File: config.mk
export PLATFORM = sky130hd
export DESIGN_NAME = acc_core_fsm
export DESIGN_NICKNAME = d
export VERILOG_FILES = /design/src/rtl/acc_core_fsm.sv
export SDC_FILE = /design/constraint.sdc
export NUM_CORES = 1
export LEC_CHECK = 0
export ABC_CLOCK_PERIOD_IN_PS = 8670
export CAP_MARGIN = 5
export CORE_ASPECT_RATIO = 0.7
export CORE_UTILIZATION = 64
export CTS_CLUSTER_SIZE = 24
export DETAILED_ROUTE_END_ITERATION = 10
export GPL_TIMING_DRIVEN = 0
export PLACE_DENSITY = 0.95
export SYNTH_ARGS = -nofsm -noshare
export SYNTH_HDL_FRONTEND = slang
export SYNTH_SLANG_ARGS = --single-unit
File: constraint.sdc
create_clock -name clk -period 8.67 [get_ports clk]
set_input_delay 2.1675 -clock clk [delete_from_list [all_inputs] [get_ports clk]]
set_output_delay 2.1675 -clock clk [all_outputs]
set_load 0.02 [all_outputs]
File: src/rtl/acc_core_fsm.sv
// acc_core_fsm: multi-cycle FETCH/EXEC accumulator core with a handshaked instruction-memory port
// Ports: clk, rst_n (synchronous, active-low); imem_req/imem_addr out and imem_data/imem_valid in
//   form the fetch handshake; dbg_addr in / dbg_data out give a combinational register read;
//   acc, cy, zero and halted report core status.
// Optional feature: define ACC_CORE_CALL_EN to add CALL (0xE) / RET (0xF) with a one-level link register.
module acc_core_fsm #(
  parameter int DATA_W = 8,
  parameter int REG_CNT = 8,
  parameter int PC_W = 8,
  parameter int RA_W = $clog2(REG_CNT),
  parameter int INSTR_W = 4 + RA_W + DATA_W
) (
  input  logic               clk,
  input  logic               rst_n,
  output logic               imem_req,
  output logic [PC_W-1:0]    imem_addr,
  input  logic [INSTR_W-1:0] imem_data,
  input  logic               imem_valid,
  input  logic [RA_W-1:0]    dbg_addr,
  output logic [DATA_W-1:0]  dbg_data,
  output logic [DATA_W-1:0]  acc,
  output logic               cy,
  output logic               zero,
  output logic               halted
);
  typedef enum logic [1:0] {FETCH, EXEC, HALT} state_t;
  state_t state;
  logic [PC_W-1:0] pc;
  logic [INSTR_W-1:0] ir;
  logic [DATA_W-1:0] regs [REG_CNT];
  logic [3:0] op;
  logic [RA_W-1:0] ra;
  logic [DATA_W-1:0] arg, rv;
  logic [DATA_W:0] add_r, add_i, sub_r;
`ifdef ACC_CORE_CALL_EN
  logic [PC_W-1:0] link;
`endif
  assign op = ir[INSTR_W-1 -: 4];
  assign ra = ir[DATA_W +: RA_W];
  assign arg = ir[DATA_W-1:0];
  assign rv = regs[ra];
  // one extra bit holds the carry out of an add, or the borrow of a subtract
  assign add_r = {1'b0, acc} + {1'b0, rv};
  assign add_i = {1'b0, acc} + {1'b0, arg};
  assign sub_r = {1'b0, acc} - {1'b0, rv};
  // gated by rst_n so no request is seen while reset is being applied
  assign imem_req = rst_n && state == FETCH;
  assign imem_addr = pc;
  assign dbg_data = regs[dbg_addr];
  assign zero = acc == '0;
  assign halted = state == HALT;
  always_ff @(posedge clk) begin
    if (!rst_n) begin
      state <= FETCH;
      pc <= '0;
      ir <= '0;
      acc <= '0;
      cy <= 1'b0;
      for (int i = 0; i < REG_CNT; i++) regs[i] <= '0;
`ifdef ACC_CORE_CALL_EN
      link <= '0;
`endif
    end else begin
      case (state)
        FETCH: if (imem_valid) begin
          ir <= imem_data;
          state <= EXEC;
        end
        EXEC: begin
          state <= FETCH;
          pc <= pc + PC_W'(1);
          case (op)
            4'h1: acc <= arg;
            4'h2: acc <= rv;
            4'h3: regs[ra] <= acc;
            4'h4: {cy, acc} <= add_r;
            4'h5: {cy, acc} <= add_i;
            4'h6: {cy, acc} <= sub_r;
            4'h7: acc <= acc & rv;
            4'h8: acc <= acc | rv;
            4'h9: acc <= acc ^ rv;
            4'hA: pc <= arg[PC_W-1:0];
            4'hB: if (cy) pc <= arg[PC_W-1:0];
            4'hC: if (zero) pc <= arg[PC_W-1:0];
            4'hD: begin
              state <= HALT;
              pc <= pc;
            end
`ifdef ACC_CORE_CALL_EN
            4'hE: begin
              link <= pc + PC_W'(1);
              pc <= arg[PC_W-1:0];
            end
            4'hF: pc <= link;
`endif
            default: ;
          endcase
        end
        default: ;
      endcase
    end
  end
endmodule
Word level (Yosys, flattened, before mapping)
Memories as Yosys holds them, arrays and structs flattened. A register that Yosys moved wholly into a read port is not among the register bits.
Index checks and enable logic that the tools add are counted.
Operators by class
  add/subtract/negate cells: 4
  equal/unequal tests: 16
  multiplexer cells: 18
  bitwise gates (word level): 4
  reduce and logical (&&, ||, !) cells: 12
Operator list (number)
  one-hot mux 8 bit (8 select lines): 1
  one-hot mux 8 bit (4 select lines): 1
  equality test 4 bit (second input constant): 6
  2-to-1 mux 8 bit: 3
  adder 8 x 8 -> 9 bit: 2
  equality test 4 x 3 -> 1 bit (second input constant): 4
  AND reduction 2 bit: 5
  2-to-1 mux 3 bit: 3
  subtractor 8 x 8 -> 9 bit: 1
  adder 8 x 1 -> 8 bit (second input constant): 1
  AND 8 bit: 1
  equality test 4 x 2 -> 1 bit (second input constant): 2
  zero test 8 bit: 1
  OR 8 bit: 1
  nonzero test 8 bit: 1
  OR reduction 8 bit: 1
  XOR 8 bit: 1
  2-to-1 mux 1 bit: 6
  equality test 4 x 1 -> 1 bit (second input constant): 1
  2-to-1 mux 2 bit: 2
  one-hot mux 2 bit (2 select lines): 1
  one-hot mux 1 bit (3 select lines): 1
  nonzero test 3 bit: 1
  equality test 2 x 1 -> 1 bit (second input constant): 1
  6 further kinds: 6
Word-level totals
  bits in registers: 34
  bits in writable memories: 64
  input bits: 21
  output and inout bits: 28
  word-level logic and storage cells: 60
  memories kept: 1
Memory list
  regs: words 8, bits a word 8, read ports 2, clocked after memory_dff 1, write ports 8, RTL line 30  | logic [DATA_W-1:0] regs [REG_CNT];

Logic depth before layout (Yosys ltp)
Gate-level depths: netlist of run 1.
  depth after elaboration: 7
  mapped depth: 15
  mapped depth without buffers: 13

Least setup slack after synthesis of run 1
Ideal clock, no wire load.
  path kind: input to output
  start point: input port dbg_addr[0]
  end point: output port dbg_data[0]
  data arrival time: 3532 ps
  required time: 6503 ps
  slack: 2970 ps
  cell stages on the path: 4
  buffers on the path: 2
  cell sequence: buf_2 buf_2 mux4_2 mux2_2
Between the ends
  longest elaborated chain between the ends: 1
RTL lines
  from (decl): RTL line 19  | input logic [RA_W-1:0] dbg_addr,
  memory read (8 x 8 bit)
  to (decl): RTL line 20  | output logic [DATA_W-1:0] dbg_data,
No other way between the ends.

Worst setup path in the final report of run 1
  start point: input port dbg_addr[1]
  end point: output port dbg_data[3]
The elaborated chain is that of the path after synthesis.

==> results.md, run 1 <==
- Result of the run: finished clean
- Largest fanout of any net on the critical path: 10
- Detail Route met3 WL: ~3000 um
- Data arrival at the endpoint of the critical path: around 4.4 ns
- Filler cell count in the final layout: roughly 640
- Worst vdd rail ir drop: between 0.2 and 0.25 mV
- Post-route clock skew: just under 0.007 ns
- Initial antenna violation count: 0
- Main area contributors after synthesis: sky130_fd_sc_hd__edfxtp_1 (29%), sky130_fd_sc_hd__dfxtp_1 (11%), sky130_fd_sc_hd__mux4_2 (11%)
- Post-synth ARST share: 0%
- Count of standard-cell rows: 30
- Die ar.: roughly 11,000 um^2
- Starting utilization of the core area: about two thirds
- Sum of negative setup slack: 0 ns
- Via count of the routed design: around 6,000
- Endpoints failing hold: 0
- Yosys warnings: 0
- Largest net degree at the start of global routing: 20
- Crit Path Category: primary input to output port
- Number of buffers created by CTS: 9
- Crit path buffers/inverters: 3
- Mean cell area of the mapped netlist: about 10 um^2
- Setup repair after global routing missed its margin: false
- Met2 wire len: roughly 8600 um
- Cell types with the highest counts after synthesis: sky130_fd_sc_hd__edfxtp_1 (64), sky130_fd_sc_hd__nor3_1 (59), sky130_fd_sc_hd__nand2_1 (55)
- Met1 Routed Length: 8010 um
- Final count of negative-setup-slack endpoints: 0
- Detail Route Antenna Nets: 0
- CP peak stage delay: around 0.59 ns
- Cell Area, Synth: approximately 6700 um^2
- Layout cell share with drive strength beyond 1: 14.4%
- Syn Inst Count: 652
- N_diodes: 0
- Final wirelength: between 20,000 and 25,000 um
- Tightest Pin Transition: 0.970 ns
- Clock root buffer: sky130_fd_sc_hd__clkbuf_16
- Final HPWL DP: roughly 15,000 um
- Highest metal layer used by the detailed router: met4
- Iteration count of the initial detailed-routing pass: 6
- Relative area change from synthesis to final layout: 14.1%
- Width of the chip: ~120 um
- Post-cts gate resize count: 0
- Hold buffer count at cts: 0
- Leakage: 2.74 nW
- Count of pins over their slew limit: 0
- Fmax: between 150 and 200 MHz
- Biggest area consumer among synthesized cells: sky130_fd_sc_hd__edfxtp_1
- Fin nets: 770
- Ordered list of cells on the worst path: buf_1, clkbuf_1, mux4_2, mux2_2, clkdlybuf4s50_1
- Global router's overall resource usage: about 37%
- Core outline area: roughly 9900 um^2
- Post-CTS setup-driven buffer insertion count: 0
- Most common cell in the synthesized netlist: sky130_fd_sc_hd__edfxtp_1
- Flops & latches, synth: 101
- Critical path's top delay family: buffers and inverters
- Element type at the critical path start: primary input
- Cell type of the slowest stage on the worst timing path: sky130_fd_sc_hd__clkbuf_1
- Path class of the lowest-slack min-delay path: flip-flop to flip-flop
- Clock-pin slew on the worst setup and hold paths: 0.08 ns
- Max Cap Viol: 0
- Post-synthesis net count: 711
- Chip Height: 87.7 um
- Fraction of the yosys area taken by sequential cells: approximately two fifths
- Period minus WS final: between 6 and 7 ns
- Count of port buffers added during placement: 45
- Top-level I/O count: between 40 and 50
- Period Utilization, post-route: between 70% and 80%
- # DRC: 0
- Clock tree sinks: between 100 and 150
- CTS HTree Levels: 3
- Endpoint required time on the critical path: between 6 and 7 ns
- First-pass GRT wire length: around 30,000 um
- Clock insertion delay at the later pin of the skew report: around 0.36 ns
- Clock tree from TritonCTS: done
- Number of distinct library cells after synthesis: 73
- Number of global-route vias before repair: between 5,000 and 6,000
- GPL Wtd Cong: between 0.9 and 1
- Power density cells: between 150 and 200 nW/um^2
- Detailed Route Iter0 Violations: about 900
- Predominant post-synthesis flop cell: sky130_fd_sc_hd__edfxtp_1
- Tot Pwr: between 1 and 1.5 mW
- Remaining max-slew budget at the tightest pin: 34.8%
- Capturing element type of the critical path: output port
- Grt total ovfl: 0
- Average wire per cell in the routed design: between 20 and 25 um
- Count of flip-flops with a built-in enable after synthesis: between 60 and 70
- Clock Tree Buf Depth: 2
- Fraction of post-synthesis cell area in the top cell type by area: approximately 29%
- DR vias/cell: around 7.1
## where the power goes
group	switching [mW]	internal, mW	total (mW)
clock	0.205	0.220	0.425
sequential	0.0187	0.527	0.546
combinational	0.145	0.102	0.247
total	0.369	0.849	1.22
## cells by family (layout without fill, tap and decap cells)
group	count (synthesis)	count (layout)	synth area share, %
muxes	54	54	14.6
adders and majority gates	38	38	7.42
DFF	101	101	39.7
xor gates and xnor gates	11	11	1.44
buffers and inverters	77	141	5.05
and+or+nand+nor	215	215	16.1
AOI/OAI and AO/OA	156	156	15.8
## sequential cells by signal, indices dropped and copies added, names as in the netlist, named ones only
register,flops
ir,15
acc,8
imem_addr,8
state,2
regs,64
cy,1
## final timing paths
kind | start | to | slack [ns] | cells past startpoint
max | dbg_addr[1] | dbg_data[3] | 2.09 | 5
min reg2reg | state[1]$_SDFFE_PN0P_ | state[0]$_SDFFE_PN0P_ | 0.54 | 2
min | state[1]$_SDFFE_PN0P_ | state[0]$_SDFFE_PN0P_ | 0.54 | 2
max reg2reg | flip-flop | acc[6]$_SDFFE_PN0P_ | 4.67 | 14
## layout make-up
type                       count  area, um^2  share of cell area (%)
multi-input combinational    474        3720                    48.5
sequential                   101        2660                    34.8
timing repair buffer          48         470                    6.14
clock buffer                  10         250                    3.27
buffer                        49         234                    3.05
tap                          128         160                    2.09
inverter                      28         105                    1.37
clock inverter                 6        61.3                   0.800
## cell usage in the layout (no fill, tap or decap), types with 5 or more instances in the layout
| cell | Yosys | layout |
|---|---|---|
| sky130_fd_sc_hd__clkbuf_1 | 24 | 24 |
| sky130_fd_sc_hd__ha_1 | 35 | 35 |
| sky130_fd_sc_hd__a21oi_1 | 31 | 31 |
| sky130_fd_sc_hd__inv_2 | 5 | 5 |
| sky130_fd_sc_hd__dfxtp_1 | 37 | 37 |
| sky130_fd_sc_hd__buf_2 | 13 | 14 |
| sky130_fd_sc_hd__nor4_1 | 17 | 17 |
| sky130_fd_sc_hd__nand3_1 | 9 | 9 |
| sky130_fd_sc_hd__o21ai_1 | 14 | 16 |
| sky130_fd_sc_hd__clkdlybuf4s50_1 | 0 | 45 |
| sky130_fd_sc_hd__mux4_2 | 32 | 32 |
| sky130_fd_sc_hd__o211ai_1 | 9 | 9 |
| sky130_fd_sc_hd__inv_1 | 16 | 16 |
| sky130_fd_sc_hd__o21ai_0 | 21 | 19 |
| sky130_fd_sc_hd__nor3_1 | 59 | 59 |
| sky130_fd_sc_hd__a211oi_1 | 8 | 8 |
| sky130_fd_sc_hd__nor2b_1 | 11 | 11 |
| sky130_fd_sc_hd__a21boi_0 | 16 | 16 |
| sky130_fd_sc_hd__a21o_1 | 7 | 7 |
| sky130_fd_sc_hd__nand2b_1 | 9 | 9 |
| sky130_fd_sc_hd__xnor2_1 | 9 | 9 |
| sky130_fd_sc_hd__clkinv_1 | 7 | 7 |
| sky130_fd_sc_hd__clkbuf_16 | 0 | 10 |
| sky130_fd_sc_hd__mux2i_1 | 9 | 9 |
| sky130_fd_sc_hd__and2_1 | 5 | 5 |
| sky130_fd_sc_hd__edfxtp_1 | 64 | 64 |
| sky130_fd_sc_hd__o22ai_1 | 7 | 7 |
| sky130_fd_sc_hd__nand2_1 | 55 | 55 |
| sky130_fd_sc_hd__nor2_1 | 31 | 31 |
| sky130_fd_sc_hd__mux2_2 | 10 | 10 |
| sky130_fd_sc_hd__buf_1 | 6 | 6 |
| sky130_fd_sc_hd__buf_4 | 3 | 5 |
## metal layers
layer	up-vias	GRT usage, %
li1	2574	-
met2	497	54.4
met5	-	1.68
met1	2853	53.4
met4	0	10.8
met3	51	11.4
## through the flow
step / instance area, um^2 / instances / hold slack [ns] / util, % / worst slack (ns)
after detailed placement: 7330 / 826 / 0.511 / 73.7 / 2.17
final: 7660 / 844 / 0.538 / 77.0 / 2.09
after global placement: 7320 / 825 / 0.487 / 73.6 / 2.24
after global routing: 7660 / 844 / 0.532 / 77.0 / 2.07
after CTS: 7640 / 842 / 0.523 / 76.8 / 2.17
after floorplan: 6710 / 652 / 0.470 / - / 2.97
## worst min-delay path, delay by kind of cell, from the launching register on
kind,cells,cell delay [ns]
flops,1,0.35
simple gates,1,0.07
compound gates,1,0.07
No activity file was read; power rests on OpenSTA's default activity.
==> run 2, diff against run 1 <==
ABC_CLOCK_PERIOD_IN_PS = 6100   (was 8670)
CORE_UTILIZATION = 60   (was 64)
PLACE_DENSITY = 0.93   (was 0.95)
clock period = 6.1 ns   (was 8.67 ns; I/O delays follow)
==> results.md, run 2 (synthesized netlist as in run 1, its figures left out) <==
- Result of the run: finished clean
- Remaining max-slew budget at the tightest pin: 34.8% (about the same)
- Setup repair after global routing missed its margin: false
- Final HPWL DP: 14,800 um (-1.5%)
- Period minus WS final: roughly 5.3 ns
- Count of port buffers added during placement: 45 (unchanged)
- Placement-stage worst setup slack: 0.928 ns (-1.24 ns)
- Die ar.: 11,600 um^2 (+6.5%)
- Number of flip-flops under the largest register name: 64 (unchanged)
- Final wirelength: 20,700 um (+3.3%)
- Biggest registers after layout: regs: 64 flops, ir: 15 flops
- Global router's overall resource usage: 37.0% (-0.14 points)
- Post-route clock skew: 0.00819 ns (+0.00125 ns)
- Average wire per cell in the routed design: 23.9 um (+0.87%)
- Endpoint required time on the critical path: 4.58 ns (-1.92 ns)
- GPL Wtd Cong: 0.929 (-2.7%)
- Clock insertion delay at the later pin of the skew report: 0.36 ns (about the same)
- Leakage: 2.71 nW (-1.2%)
- Initial antenna violation count: 0 (unchanged)
- Area used by multi-input combinational logic: 3720 um^2 (unchanged)
- Clock tree sinks: 101 (unchanged)
- Worst-case setup margin in the final layout: 0.821 ns (-1.27 ns)
- Fmax: 189 MHz
- Count of standard-cell rows: 31 (+3.3%)
- Clock root buffer: sky130_fd_sc_hd__clkbuf_16
- Crit Path Category: primary input to output port
- Tightest Pin Transition: 0.972 ns (+0.00211 ns)
- Number of cells in the finished layout apart from fillers: 864 (+2.4%)
- Starting utilization of the core area: 63.2% (-4.3 points)
- Endpoints failing hold: 0 (unchanged)
- Sum of negative setup slack: 0 ns (unchanged)
- Worst hold slack across all endpoints: 0.511 ns (-0.0269 ns)
- Clock Tree Buf Depth: 2 (unchanged)
- Width of the chip: 128 um (+3.2%)
- Clock tree from TritonCTS: done
- Number of buffers created by CTS: 9 (unchanged)
- Detailed Route Iter0 Violations: 932 (+3.7%)
- Capturing element type of the critical path: output port
- Layout cell share with drive strength beyond 1: 13.8% (-0.56 points)
- Post-CTS setup-driven buffer insertion count: 0 (unchanged)
- N_diodes: 0 (unchanged)
- Core outline area: 10,600 um^2 (+6.8%)
- Power density cells: 218 nW/um^2 (+37%)
- Number of global-route vias before repair: 5,787 (+3.8%)
- Element type at the critical path start: primary input
- Post-Place Cells: 846 (+2.4%)
- Detail Route Antenna Nets: 0 (unchanged)
- Top-level I/O count: 49 (unchanged)
- # DRC: 0 (unchanged)
- Iteration count of the initial detailed-routing pass: 6 (unchanged)
- Data arrival at the endpoint of the critical path: 3.75 ns (-0.66 ns)
- Largest net degree at the start of global routing: 16 (-20%)
- Largest fanout of any net on the critical path: 10 (unchanged)
- Hold buffer count at cts: 0 (unchanged)
- Chip Height: 90.5 um (+3.2%)
- Path class of the lowest-slack min-delay path: flip-flop to flip-flop
- Grt total ovfl: 0 (unchanged)
- Seq. cell area: 2660 um^2 (unchanged)
- Filler cell count in the final layout: 765 (+20%)
- First-pass GRT wire length: 32,100 um (+5.2%)
- Post-cts gate resize count: 0 (unchanged)
- Clock-pin slew on the worst setup and hold paths: 0.06 ns (-0.02 ns)
- Commonest non-fill, non-tap cells in the layout: sky130_fd_sc_hd__edfxtp_1 (64), sky130_fd_sc_hd__nor3_1 (59), sky130_fd_sc_hd__nand2_1 (55)
- DR vias/cell: 7.07 (-0.17%)
- Most flops, register: regs
- CTS HTree Levels: 3 (unchanged)
- Most common library cell in the layout ignoring fill and taps: sky130_fd_sc_hd__edfxtp_1
- Fin nets: 770 (unchanged)
- Worst vdd rail ir drop: 0.146 mV (-35%)
- Via count of the routed design: 6,106 (+2.2%)
- Final count of negative-setup-slack endpoints: 0 (unchanged)
- Period Utilization, post-route: 86.5%
- Count of pins over their slew limit: 0 (unchanged)
- Max Cap Viol: 0 (unchanged)
- Relative area change from synthesis to final layout: 13.7%
[run 2: changes by cell type in the layout (fill, tap and decap cells not counted), sizes merged]
cell,previous run,this run
clkbuf,34,37
clkinv,10,8
inv,24,22
clkinvlp,0,1
[run 2: layout make-up]
type	instances	area share, %
plain buffers	49	3.07
clock buffers	13	3.15
clock inverters	3	0.279
inverters	28	1.38
multi-input cells	474	48.7
flip-flops and latches	101	34.9
well taps	148	2.43
repair buffers	48	6.10
[run 2: stage by stage]
| stage | cell area [um^2] | power [mW] | util (%) |
|---|---|---|---|
| 2_1_floorplan | 6710 | 1.01 | - |
| 3_3_place_gp | 7350 | 1.11 | 69.1 |
| 3_5_place_dp | 7350 | 1.12 | 69.2 |
| 4_1_cts | 7610 | 1.64 | 71.7 |
| 5_1_grt | 7630 | 1.70 | 71.8 |
| 6_report | 7630 | 1.67 | 71.8 |
[run 2: routing by layer]
layer | vias up | global-route usage, % | part of all wire (%)
met4 | 0 | 14.6 | 3.9
met1 | 2847 | 51.8 | 38
met2 | 590 | 53.5 | 42
met5 | - | 0 | 0
met3 | 102 | 11.5 | 16
li1 | 2567 | - | -
[run 2: critical path: stages]
cell                              delay [ns]
sky130_fd_sc_hd__buf_1                  0.35
sky130_fd_sc_hd__clkbuf_1               0.57
sky130_fd_sc_hd__mux4_2                 0.45
sky130_fd_sc_hd__mux2_2                 0.30
sky130_fd_sc_hd__clkdlybuf4s50_1        0.55
[run 2: path summary, 6_finish.rpt]
check                     startpoint             endpoint  slack [ns]  cells after the start
setup reg to reg           flip-flop  acc[6]$_SDFFE_PN0P_        2.08                     14
setup / recovery         dbg_addr[1]          dbg_data[7]        0.82                      5
hold reg to reg   ir[8]$_SDFFE_PN0P_   ir[8]$_SDFFE_PN0P_        0.51                      2
hold / removal    ir[8]$_SDFFE_PN0P_   ir[8]$_SDFFE_PN0P_        0.51                      2
[run 2: power by group]
part | leakage, nW | internal [mW] | total, mW | switching (mW)
combinational | 1.62 | 0.144 | 0.354 | 0.210
sequential | 0.962 | 0.749 | 0.776 | 0.0270
clock | 0.124 | 0.279 | 0.536 | 0.257
